<file path="src/rtl/w_seq_driver_pkg.sv">
// Shared types for the w/z sequence driver: detector and driver state encodings,
// the detector transition function and the hit-counter ceiling.
package w_seq_pkg;

    typedef enum logic [2:0] {
        DET_A = 3'd0,
        DET_B = 3'd1,
        DET_C = 3'd2,
        DET_D = 3'd3,
        DET_E = 3'd4,
        DET_F = 3'd5
    } det_state_t;

    typedef enum logic [1:0] {
        DRV_IDLE  = 2'd0,
        DRV_SHIFT = 2'd1,
        DRV_DONE  = 2'd2
    } drv_state_t;

    localparam int HIT_MAX = 255;

    function automatic det_state_t det_next(det_state_t s, logic w);
        case (s)
            DET_A:   return w ? DET_B : DET_A;
            DET_B:   return w ? DET_C : DET_D;
            DET_C:   return w ? DET_E : DET_D;
            DET_D:   return w ? DET_F : DET_A;
            DET_E:   return w ? DET_E : DET_D;
            DET_F:   return w ? DET_C : DET_D;
            default: return DET_A;
        endcase
    endfunction

endpackage

</file>
<file path="src/rtl/w_seq_driver_if.sv">
// Request/stream bundle between a pattern source (master) and the w_seq_driver (slave).
interface w_seq_driver_if #(parameter int MAX_LEN = 16);
    localparam int LEN_W = $clog2(MAX_LEN + 1);

    logic               start;
    logic [LEN_W-1:0]   len;
    logic [MAX_LEN-1:0] pattern;
    logic               busy;
    logic               w;
    logic               w_valid;
    logic               done;
    logic               z_exp;
    logic [7:0]         hit_cnt;

    modport master (
        output start, len, pattern,
        input  busy, w, w_valid, done, z_exp, hit_cnt
    );

    modport slave (
        input  start, len, pattern,
        output busy, w, w_valid, done, z_exp, hit_cnt
    );
endinterface

</file>
<file path="src/rtl/w_seq_driver_model.sv">
// Cycle-aligned mirror of the six-state w/z detector plus a saturating hit counter.
// Only compiled when W_SEQ_DRV_PREDICT_EN is defined.
//  state | meaning
//  A     | reset / nothing useful seen
//  B     | one 1 seen
//  C     | two 1s seen
//  D     | a 0 after progress
//  E     | run of 1s detected (z=1)
//  F     | 1 after D detected (z=1)
`ifdef W_SEQ_DRV_PREDICT_EN
module w_seq_model
    import w_seq_pkg::*;
(
    input  logic       clk,
    input  logic       reset_n,
    input  logic       i_w,
    input  logic       i_w_valid,
    input  logic       i_clear,
    output logic       o_z_exp,
    output logic [7:0] o_hit_cnt
);
    det_state_t r_det;
    det_state_t w_det_next;
    logic [7:0] r_hit;
    logic       w_hit;

    assign w_det_next = det_next(r_det, i_w);
    assign w_hit      = i_w_valid && ((w_det_next == DET_E) || (w_det_next == DET_F));

    always_ff @(posedge clk) begin
        if (!reset_n) begin
            r_det <= DET_A;
            r_hit <= '0;
        end else begin
            if (i_w_valid)
                r_det <= w_det_next;
            if (i_clear)
                r_hit <= '0;
            else if (w_hit && (r_hit != 8'(HIT_MAX)))
                r_hit <= r_hit + 8'd1;
        end
    end

    assign o_z_exp   = (r_det == DET_E) || (r_det == DET_F);
    assign o_hit_cnt = r_hit;
endmodule
`endif

</file>
<file path="src/rtl/w_seq_driver.sv">
// Serial LSB-first pattern transmitter for the w/z detector; with W_SEQ_DRV_PREDICT_EN
// it also carries a detector mirror producing z_exp and hit_cnt.
//  state | meaning
//  IDLE  | waiting for start
//  SHIFT | one pattern bit on w per cycle
//  DONE  | one-cycle done pulse; start accepted as in IDLE
module w_seq_driver
    import w_seq_pkg::*;
#(
    parameter int MAX_LEN = 16
) (
    input logic           clk,
    input logic           reset_n,
    w_seq_driver_if.slave bus
);
    localparam int LEN_W = $clog2(MAX_LEN + 1);

    localparam logic [1:0] S_IDLE  = 2'(DRV_IDLE);
    localparam logic [1:0] S_SHIFT = 2'(DRV_SHIFT);
    localparam logic [1:0] S_DONE  = 2'(DRV_DONE);

    logic [1:0]         r_state;
    logic [MAX_LEN-1:0] r_shreg;
    logic [LEN_W-1:0]   r_len;
    logic [LEN_W-1:0]   r_cnt;
    logic               w_accept;
    logic [LEN_W-1:0]   w_len_clamped;

    assign w_accept      = bus.start && (r_state != S_SHIFT);
    assign w_len_clamped = (bus.len > LEN_W'(MAX_LEN)) ? LEN_W'(MAX_LEN) : bus.len;

    always_ff @(posedge clk) begin
        if (!reset_n) begin
            r_state <= S_IDLE;
            r_shreg <= '0;
            r_len   <= '0;
            r_cnt   <= '0;
        end else if (r_state == S_SHIFT) begin
            r_shreg <= r_shreg >> 1;
            r_cnt   <= r_cnt + LEN_W'(1);
            if (r_cnt == r_len - LEN_W'(1))
                r_state <= S_DONE;
        end else if (w_accept) begin
            r_shreg <= bus.pattern;
            r_len   <= w_len_clamped;
            r_cnt   <= '0;
            r_state <= (w_len_clamped == '0) ? S_DONE : S_SHIFT;
        end else begin
            r_state <= S_IDLE;
        end
    end

    assign bus.busy    = (r_state == S_SHIFT);
    assign bus.w_valid = (r_state == S_SHIFT);
    assign bus.w       = (r_state == S_SHIFT) && r_shreg[0];
    assign bus.done    = (r_state == S_DONE);

`ifdef W_SEQ_DRV_PREDICT_EN
    w_seq_model u_model (
        .clk       (clk),
        .reset_n   (reset_n),
        .i_w       (bus.w),
        .i_w_valid (bus.w_valid),
        .i_clear   (w_accept),
        .o_z_exp   (bus.z_exp),
        .o_hit_cnt (bus.hit_cnt)
    );
`else
    assign bus.z_exp   = 1'b0;
    assign bus.hit_cnt = 8'd0;
`endif
endmodule

</file>
<file path="src/flat_wrapper.sv">
// flat-port wrapper written by rule: the top's interface ports become plain ports
module w_seq_driver_flat import w_seq_pkg::*;
#(
    parameter int MAX_LEN = 16
)
  (clk, reset_n, bus_start, bus_len, bus_pattern, bus_busy, bus_w, bus_w_valid, bus_done, bus_z_exp, bus_hit_cnt);
  w_seq_driver_if #(.MAX_LEN(MAX_LEN)) bus_i ();
  input logic clk;
  input logic reset_n;
  input wire logic [$bits(bus_i.start)-1:0] bus_start;
  input wire logic [$bits(bus_i.len)-1:0] bus_len;
  input wire logic [$bits(bus_i.pattern)-1:0] bus_pattern;
  output wire logic [$bits(bus_i.busy)-1:0] bus_busy;
  output wire logic [$bits(bus_i.w)-1:0] bus_w;
  output wire logic [$bits(bus_i.w_valid)-1:0] bus_w_valid;
  output wire logic [$bits(bus_i.done)-1:0] bus_done;
  output wire logic [$bits(bus_i.z_exp)-1:0] bus_z_exp;
  output wire logic [$bits(bus_i.hit_cnt)-1:0] bus_hit_cnt;
  assign bus_i.start = bus_start;
  assign bus_i.len = bus_len;
  assign bus_i.pattern = bus_pattern;
  assign bus_busy = bus_i.busy;
  assign bus_w = bus_i.w;
  assign bus_w_valid = bus_i.w_valid;
  assign bus_done = bus_i.done;
  assign bus_z_exp = bus_i.z_exp;
  assign bus_hit_cnt = bus_i.hit_cnt;
  w_seq_driver #(.MAX_LEN(MAX_LEN)) u_core (.clk(clk), .reset_n(reset_n), .bus(bus_i));
endmodule
</file>
<file path="config.mk">
export PLATFORM = sky130hd
export DESIGN_NAME = w_seq_driver_flat
export DESIGN_NICKNAME = d
export VERILOG_FILES = /design/src/rtl/w_seq_driver_pkg.sv /design/src/rtl/w_seq_driver_if.sv /design/src/rtl/w_seq_driver_model.sv /design/src/rtl/w_seq_driver.sv /design/src/flat_wrapper.sv
export SDC_FILE = /design/constraint.sdc
export NUM_CORES = 1
export LEC_CHECK = 0
export CAP_MARGIN = 20
export CORE_ASPECT_RATIO = 1.5
export CORE_MARGIN = 4
export CORE_UTILIZATION = 30
export DETAILED_ROUTE_END_ITERATION = 7
export GPL_TIMING_DRIVEN = 0
export SKIP_LAST_GASP = 1
export SLEW_MARGIN = 20
export SYNTH_ARGS = -nofsm -noshare
export SYNTH_HDL_FRONTEND = slang
export SYNTH_SLANG_ARGS = --single-unit
</file>
<file path="constraint.sdc">
create_clock -name clk -period 1.5 [get_ports clk]
set_clock_uncertainty 0.05 [all_clocks]
set_input_delay 0.225 -clock clk [delete_from_list [all_inputs] [get_ports clk]]
set_output_delay 0.225 -clock clk [all_outputs]
set_load 0.01 [all_outputs]
</file>
==> results of run 1 <==
[per-layer routing]
metal / wire length, µm / GRT usage
met3: 131 / 0.01548
met5: 0 / 0
met2: 1762 / 0.2159
met1: 1290 / 0.1094
met4: 65 / 0.04152
[worst paths after layout]
kind	startpoint	to	slack (ps)	cells past startpoint
setup / recovery	u_core.r_len[1]	u_core.r_state[0]	-4	6
hold / removal	reset_n	u_core.r_len[1]	290	2
setup reg to reg	u_core.r_len[1]	u_core.r_state[0]	-4	6
hold reg to reg	u_core.r_len[1]	u_core.r_len[1]	440	2
[timing repair]
action,4_1_cts,5_1_grt
gates resized for setup,22,11
setup buffers,4,0
pin swaps,3,4
setup endpoints to repair,5,22
[area by class of cell]
| cell class | instances | area [µm²] |
|---|---|---|
| Multi-Input combinational cell | 119 | 857.1 |
| Clock inverter | 1 | 30.03 |
| Inverter | 5 | 21.27 |
| Tap cell | 66 | 82.58 |
| Buffer | 22 | 143.9 |
| Sequential cell | 28 | 564.3 |
| Timing Repair Buffer | 29 | 276.5 |
| Fill cell | 514 | 2831 |
| Clock buffer | 3 | 41.29 |
[per-stage QoR]
step	hold WS, ps	setup slack (ps)	power, W	TNS (ps)
2_1_floorplan	331.1	1.551	0.001122	0
3_3_place_gp	434.1	-224.4	0.001247	-632.4
3_5_place_dp	434.6	-227.1	0.001252	-642.2
4_1_cts	290.0	-26.82	0.001879	-50.36
5_1_grt	314.5	-83.39	0.001963	-129.0
6_report	289.4	-3.945	0.001857	-3.945
[flip-flops by register name, indices dropped and copies added (netlist names)]
| name | count |
|---|---|
| u_core.r_shreg | 16 |
| u_core.r_len | 5 |
| u_core.r_state | 2 |
| u_core.r_cnt | 5 |
[report_power, final]
part | internal [W] | switching (W)
clock network | 0.000357 | 0.000234
registers | 0.000807 | 0.0000399
logic | 0.000225 | 0.000193
total | 0.00139 | 0.000468
[cell families (layout without fill, tap and decap cells)]
group,after synthesis,after routing,synth area share
flip-flops,28,28,0.3715
adder cells (fa/ha/maj),2,2,0.01658
AND/OR/NAND/NOR,52,52,0.1642
multiplexers,16,16,0.1061
XOR/XNOR,6,6,0.03483
buffers and inverters,28,60,0.1078
other,1,9,0.002485
AO/OA/AOI/OAI,34,34,0.1965
[placed cells by master, fill, tap and decap left out, drive strengths merged, types with 2 or more instances in the layout]
cell type and count:
a21boi 7, and2 3, buf 23, clkbuf 9
clkdlybuf4s50 21, conb 9, dfxtp 28, ha 2
inv 5, mux2i 16, nand2 27, nand3 4
nand3b 2, nand4b 4, nor2 7, nor2b 2
nor3 2, o211a 15, o21ai 3, o311a 2
xnor2 4, xor2 2
==> flow_metrics.env, run 1 <==
export IMPL_status="complete, but fails checks"
export IMPL_violations="setup timing"
export IMPL_synthCells=167
export IMPL_crit_arrival_ps=1630
export IMPL_syn_area_um2=1509
export IMPL_yosysWarningCount=0
export IMPL_synthArstFlopShare=0
export IMPL_drive_gt1_frac=0.2029
export IMPL_cts_root_buffer="clkbuf_8"
export IMPL_num_antenna_cells=0
export IMPL_placed_cell_area_um2=1874
export IMPL_synthFlopType="dfxtp_1"
export IMPL_fp_coreArea_um2=4848
export IMPL_ys_types=32
export IMPL_grt_pass1_vias=1211
export IMPL_cp_end_kind="flip-flop"
export IMPL_cts_buffers=3
export IMPL_die_y_um=94.86
export IMPL_die_w_um=65.91
export IMPL_finalInstanceArea_um2=2017
export IMPL_synthToLayoutAreaGrowth_pct=33.66
export IMPL_utilization=0.4160
export IMPL_leakage_nw=0.9698
export IMPL_cp_slowest_cell="dfxtp_2"
export IMPL_antenna_found_initial=0
export IMPL_clockBufferDepth=2
export IMPL_clock_sinks=28
export IMPL_synth_area_top_cells="dfxtp_1, mux2i_1, o211a_1"
export IMPL_rsz0062_at_grt="true"
export IMPL_grt_util_all_layers=0.1086
export IMPL_clk_latency_ps=270
export IMPL_via_count=1252
export IMPL_maxCapViolCount=0
export IMPL_grt_start_max_net_pins=17
export IMPL_grt_pass1_wl_mm=5.347
export IMPL_power_density_nw_per_um2=920.7
export IMPL_start_util=0.3112
export IMPL_io_buffers=25
export IMPL_cts_clk_slew_worst_paths_ps=100
export IMPL_grt_overflow_total=0
export IMPL_setup_worst_path_class="flip-flop to flip-flop"
export IMPL_drtPass1Iterations=6
export IMPL_fp_row_count=31
export IMPL_htree_levels=1
export IMPL_setup_violations_final=1
export IMPL_yosysMostFrequentCell="dfxtp_1"
export IMPL_synth_top_area_cell="dfxtp_1"
export IMPL_cts_tree="yes"
export IMPL_synth_top_area_share=0.3715
export IMPL_max_stage_delay_ps=370
export IMPL_dpl_hpwl_mm=2.399
export IMPL_period_share=1.003
export IMPL_dp_cells=266
export IMPL_place_gp_congestion=0.7927
export IMPL_ant_nets=0
export IMPL_synth_edf_count=0
export IMPL_die_area_um2=6252
export IMPL_drc=0
export IMPL_vias_per_cell=4.586
export IMPL_final_min_clock_period_ps=1504
export IMPL_crit_chain="inv_2 -> ha_4 -> o21ba_1 -> a22oi_2 -> o2111ai_2 -> a32o_2"
export IMPL_vdd_ir_drop_worst_v=0.0007969
export IMPL_boundaryPins=37
export IMPL_syn_area_per_cell_um2=9.036
export IMPL_wl_mm=3.251
export IMPL_crit_buf_inv=1
export IMPL_worstPathRequired_ps=1630
export IMPL_layoutNonFillerInstCount=273
export IMPL_crit_family="compound AO/OA/AOI/OAI gates"
export IMPL_yosys_register_bits=28
export IMPL_ctsHoldBuffers=0
export IMPL_ys_seq_area_frac=0.3715
export IMPL_max_freq_mhz=664.9
export IMPL_crit_fanout=4
export IMPL_hold_viol=0
export IMPL_report_final_slew_viol_count=0
export IMPL_fin_nets=234
export IMPL_synth_common_cells="dfxtp_1, nand2_1, mux2i_1"
export IMPL_start_kind="flip-flop"
export IMPL_timing_final_ws_setup_ps=-3.945
export IMPL_post_drt_wl_per_cell_um=11.91
export IMPL_drtIter0Drc=20
export IMPL_hp_class="input port to flip-flop"
(Power assumes the default switching activity.)
==> run 2: changes to the inputs <==
--- a/config.mk
+++ b/config.mk
@@ -10,8 +10,8 @@
 export CORE_MARGIN = 4
 export CORE_UTILIZATION = 30
 export DETAILED_ROUTE_END_ITERATION = 7
+export GPL_ROUTABILITY_DRIVEN = 1
 export GPL_TIMING_DRIVEN = 0
-export SKIP_LAST_GASP = 1
 export SLEW_MARGIN = 20
 export SYNTH_ARGS = -nofsm -noshare
 export SYNTH_HDL_FRONTEND = slang
==> run 2 against run 1 <==
The run still ends with setup timing left. Sequential share of layout area stayed put. Wire length is 0.49% lower. Non-clock buffer count stayed put. Final cell count stayed put. Clock power hardly changed. Design area stayed put. Die area stayed put. Register-to-register slack hardly changed. Fmax hardly changed. Global-route usage hardly changed. Total power hardly changed.
==> flow_metrics.env, run 2 (synthesis gave the netlist of run 1 again) <==
export IMPL_status="complete, but fails checks"
export IMPL_violations="setup timing"
export IMPL_cp_end_kind="flip-flop"
export IMPL_vdd_ir_drop_worst_v=0.0007983
export IMPL_drc=0
export IMPL_dp_cells=266
export IMPL_ant_nets=0
export IMPL_grt_pass1_vias=1212
export IMPL_power_density_nw_per_um2=921.0
export IMPL_crit_fanout=4
export IMPL_synthToLayoutAreaGrowth_pct=33.66
export IMPL_setup_violations_final=1
export IMPL_die_y_um=94.86
export IMPL_die_area_um2=6252
export IMPL_drtPass1Iterations=6
export IMPL_p_int_w=0.001389
export IMPL_place_gp_congestion=0.7927
export IMPL_placed_cell_area_um2=1874
export IMPL_ctsHoldBuffers=0
export IMPL_grt_util_all_layers=0.1089
export IMPL_whs_ps=290.3
export IMPL_report_final_slew_viol_count=0
export IMPL_post_drt_wl_per_cell_um=11.85
export IMPL_clockBufferDepth=2
export IMPL_fp_row_count=31
export IMPL_holdPathStages=2
export IMPL_largest_reg_flops=16
export IMPL_htree_levels=1
export IMPL_cts_clk_slew_worst_paths_ps=100
export IMPL_crit_arrival_ps=1630
export IMPL_swShare=0.2520
export IMPL_setup_worst_path_class="flip-flop to flip-flop"
export IMPL_dpl_hpwl_mm=2.399
export IMPL_drive_gt1_frac=0.2029
export IMPL_p_clk_frac=0.319
export IMPL_final_min_clock_period_ps=1505
export IMPL_hp_class="input port to flip-flop"
export IMPL_max_freq_mhz=664.5
export IMPL_period_share=1.003
export IMPL_reg_top3="u_core.r_shreg: 16 flops, u_core.r_cnt: 5 flops, u_core.r_len: 5 flops"
export IMPL_mostFrequentLayoutCells="nand2_1, dfxtp_1, clkdlybuf4s50_1"
export IMPL_combPwrFrac=0.225
export IMPL_fp_coreArea_um2=4848
export IMPL_cts_buffers=3
export IMPL_grt_start_max_net_pins=17
export IMPL_cts_root_buffer="clkbuf_8"
export IMPL_grt_pass1_wl_mm=5.368
export IMPL_start_kind="flip-flop"
export IMPL_fin_nets=234
export IMPL_die_w_um=65.91
export IMPL_start_util=0.3112
export IMPL_p_switching_w=0.0004681
export IMPL_rsz0062_at_grt="true"
export IMPL_hold_viol=0
export IMPL_layoutNonFillerInstCount=273
export IMPL_boundaryPins=37
export IMPL_mostFrequentLayoutCell="nand2_1"
export IMPL_via_count=1251
export IMPL_antenna_found_initial=0
export IMPL_maxCapViolCount=0
export IMPL_timing_final_ws_setup_ps=-4.883
export IMPL_leakage_nw=0.9698
export IMPL_wl_mm=3.235
export IMPL_clk_latency_ps=270
export IMPL_finalInstanceArea_um2=2017
export IMPL_grt_overflow_total=0
export IMPL_utilization=0.4160
export IMPL_worstPathRequired_ps=1630
export IMPL_clock_sinks=28
export IMPL_cts_tree="yes"
export IMPL_vias_per_cell=4.582
export IMPL_num_antenna_cells=0
export IMPL_rr_worst_depth=6
export IMPL_n_fill_cell=513
export IMPL_regMostFlops="u_core.r_shreg"
export IMPL_power_w=0.001858
export IMPL_drtIter0Drc=19
export IMPL_io_buffers=25
export IMPL_p_seq_frac=0.456
[run 2: path summary, 6_finish.rpt]
path	from	end	slack [ps]
worst max-delay path	u_core.r_len[1]	u_core.r_state[0]	-5
worst min-delay path	reset_n	u_core.r_len[1]	290
worst max register to register	u_core.r_len[1]	u_core.r_state[0]	-5
worst min register to register	u_core.r_len[1]	u_core.r_len[1]	440
[run 2: area by class of cell]
cell class | count | area (µm²) | share of cell area
Timing Repair Buffer | 29 | 276.5 | 0.1371
Multi-Input combinational cell | 119 | 857.1 | 0.4249
Sequential cell | 28 | 564.3 | 0.2798
Inverter | 5 | 21.27 | 0.01055
Clock buffer | 3 | 41.29 | 0.02047
Tap cell | 66 | 82.58 | 0.04094
Buffer | 22 | 143.9 | 0.07134
Clock inverter | 1 | 30.03 | 0.01489
[run 2: per-stage QoR]
stage / setup TNS (ps) / setup WS, ps
floorplan: 0 / 1.551
global placement: -632.4 / -224.4
detailed placement: -642.2 / -227.1
CTS: -44.97 / -22.56
global route: -130.0 / -84.11
finish: -4.883 / -4.883
[run 2: critical path: stages (launching register included)]
cell,delay [ps]
dfxtp_2,370
inv_2,50
ha_4,160
o21ba_1,170
a22oi_2,190
o2111ai_2,130
a32o_2,290
[run 2: timing repair]
action,CTS,global route
gates resized for setup,24,9
pin swaps,3,4
setup buffers,4,0
gates cloned,0,0
endpoints found under the setup margin,5,20
[run 2: routing by layer]
metal	global-route usage	up-vias	wire length, µm
met4	0.04498	0	39
met5	0	-	0
met1	0.1101	580	1293
met3	0.01548	4	125
met2	0.2142	26	1777
li1	-	641	-
[run 2: power groups by stage]
| stage | Sequential [W] | Combinational, W | Clock [W] |
|---|---|---|---|
| 6_report | 0.000847 | 0.000418 | 0.000593 |
| 5_1_grt | 0.000854 | 0.000466 | 0.000642 |
| 4_1_cts | 0.000847 | 0.000416 | 0.000622 |
| 3_5_place_dp | 0.000863 | 0.000389 | 0 |
| 3_3_place_gp | 0.000862 | 0.000385 | 0 |
| 2_1_floorplan | 0.000852 | 0.000270 | 0 |
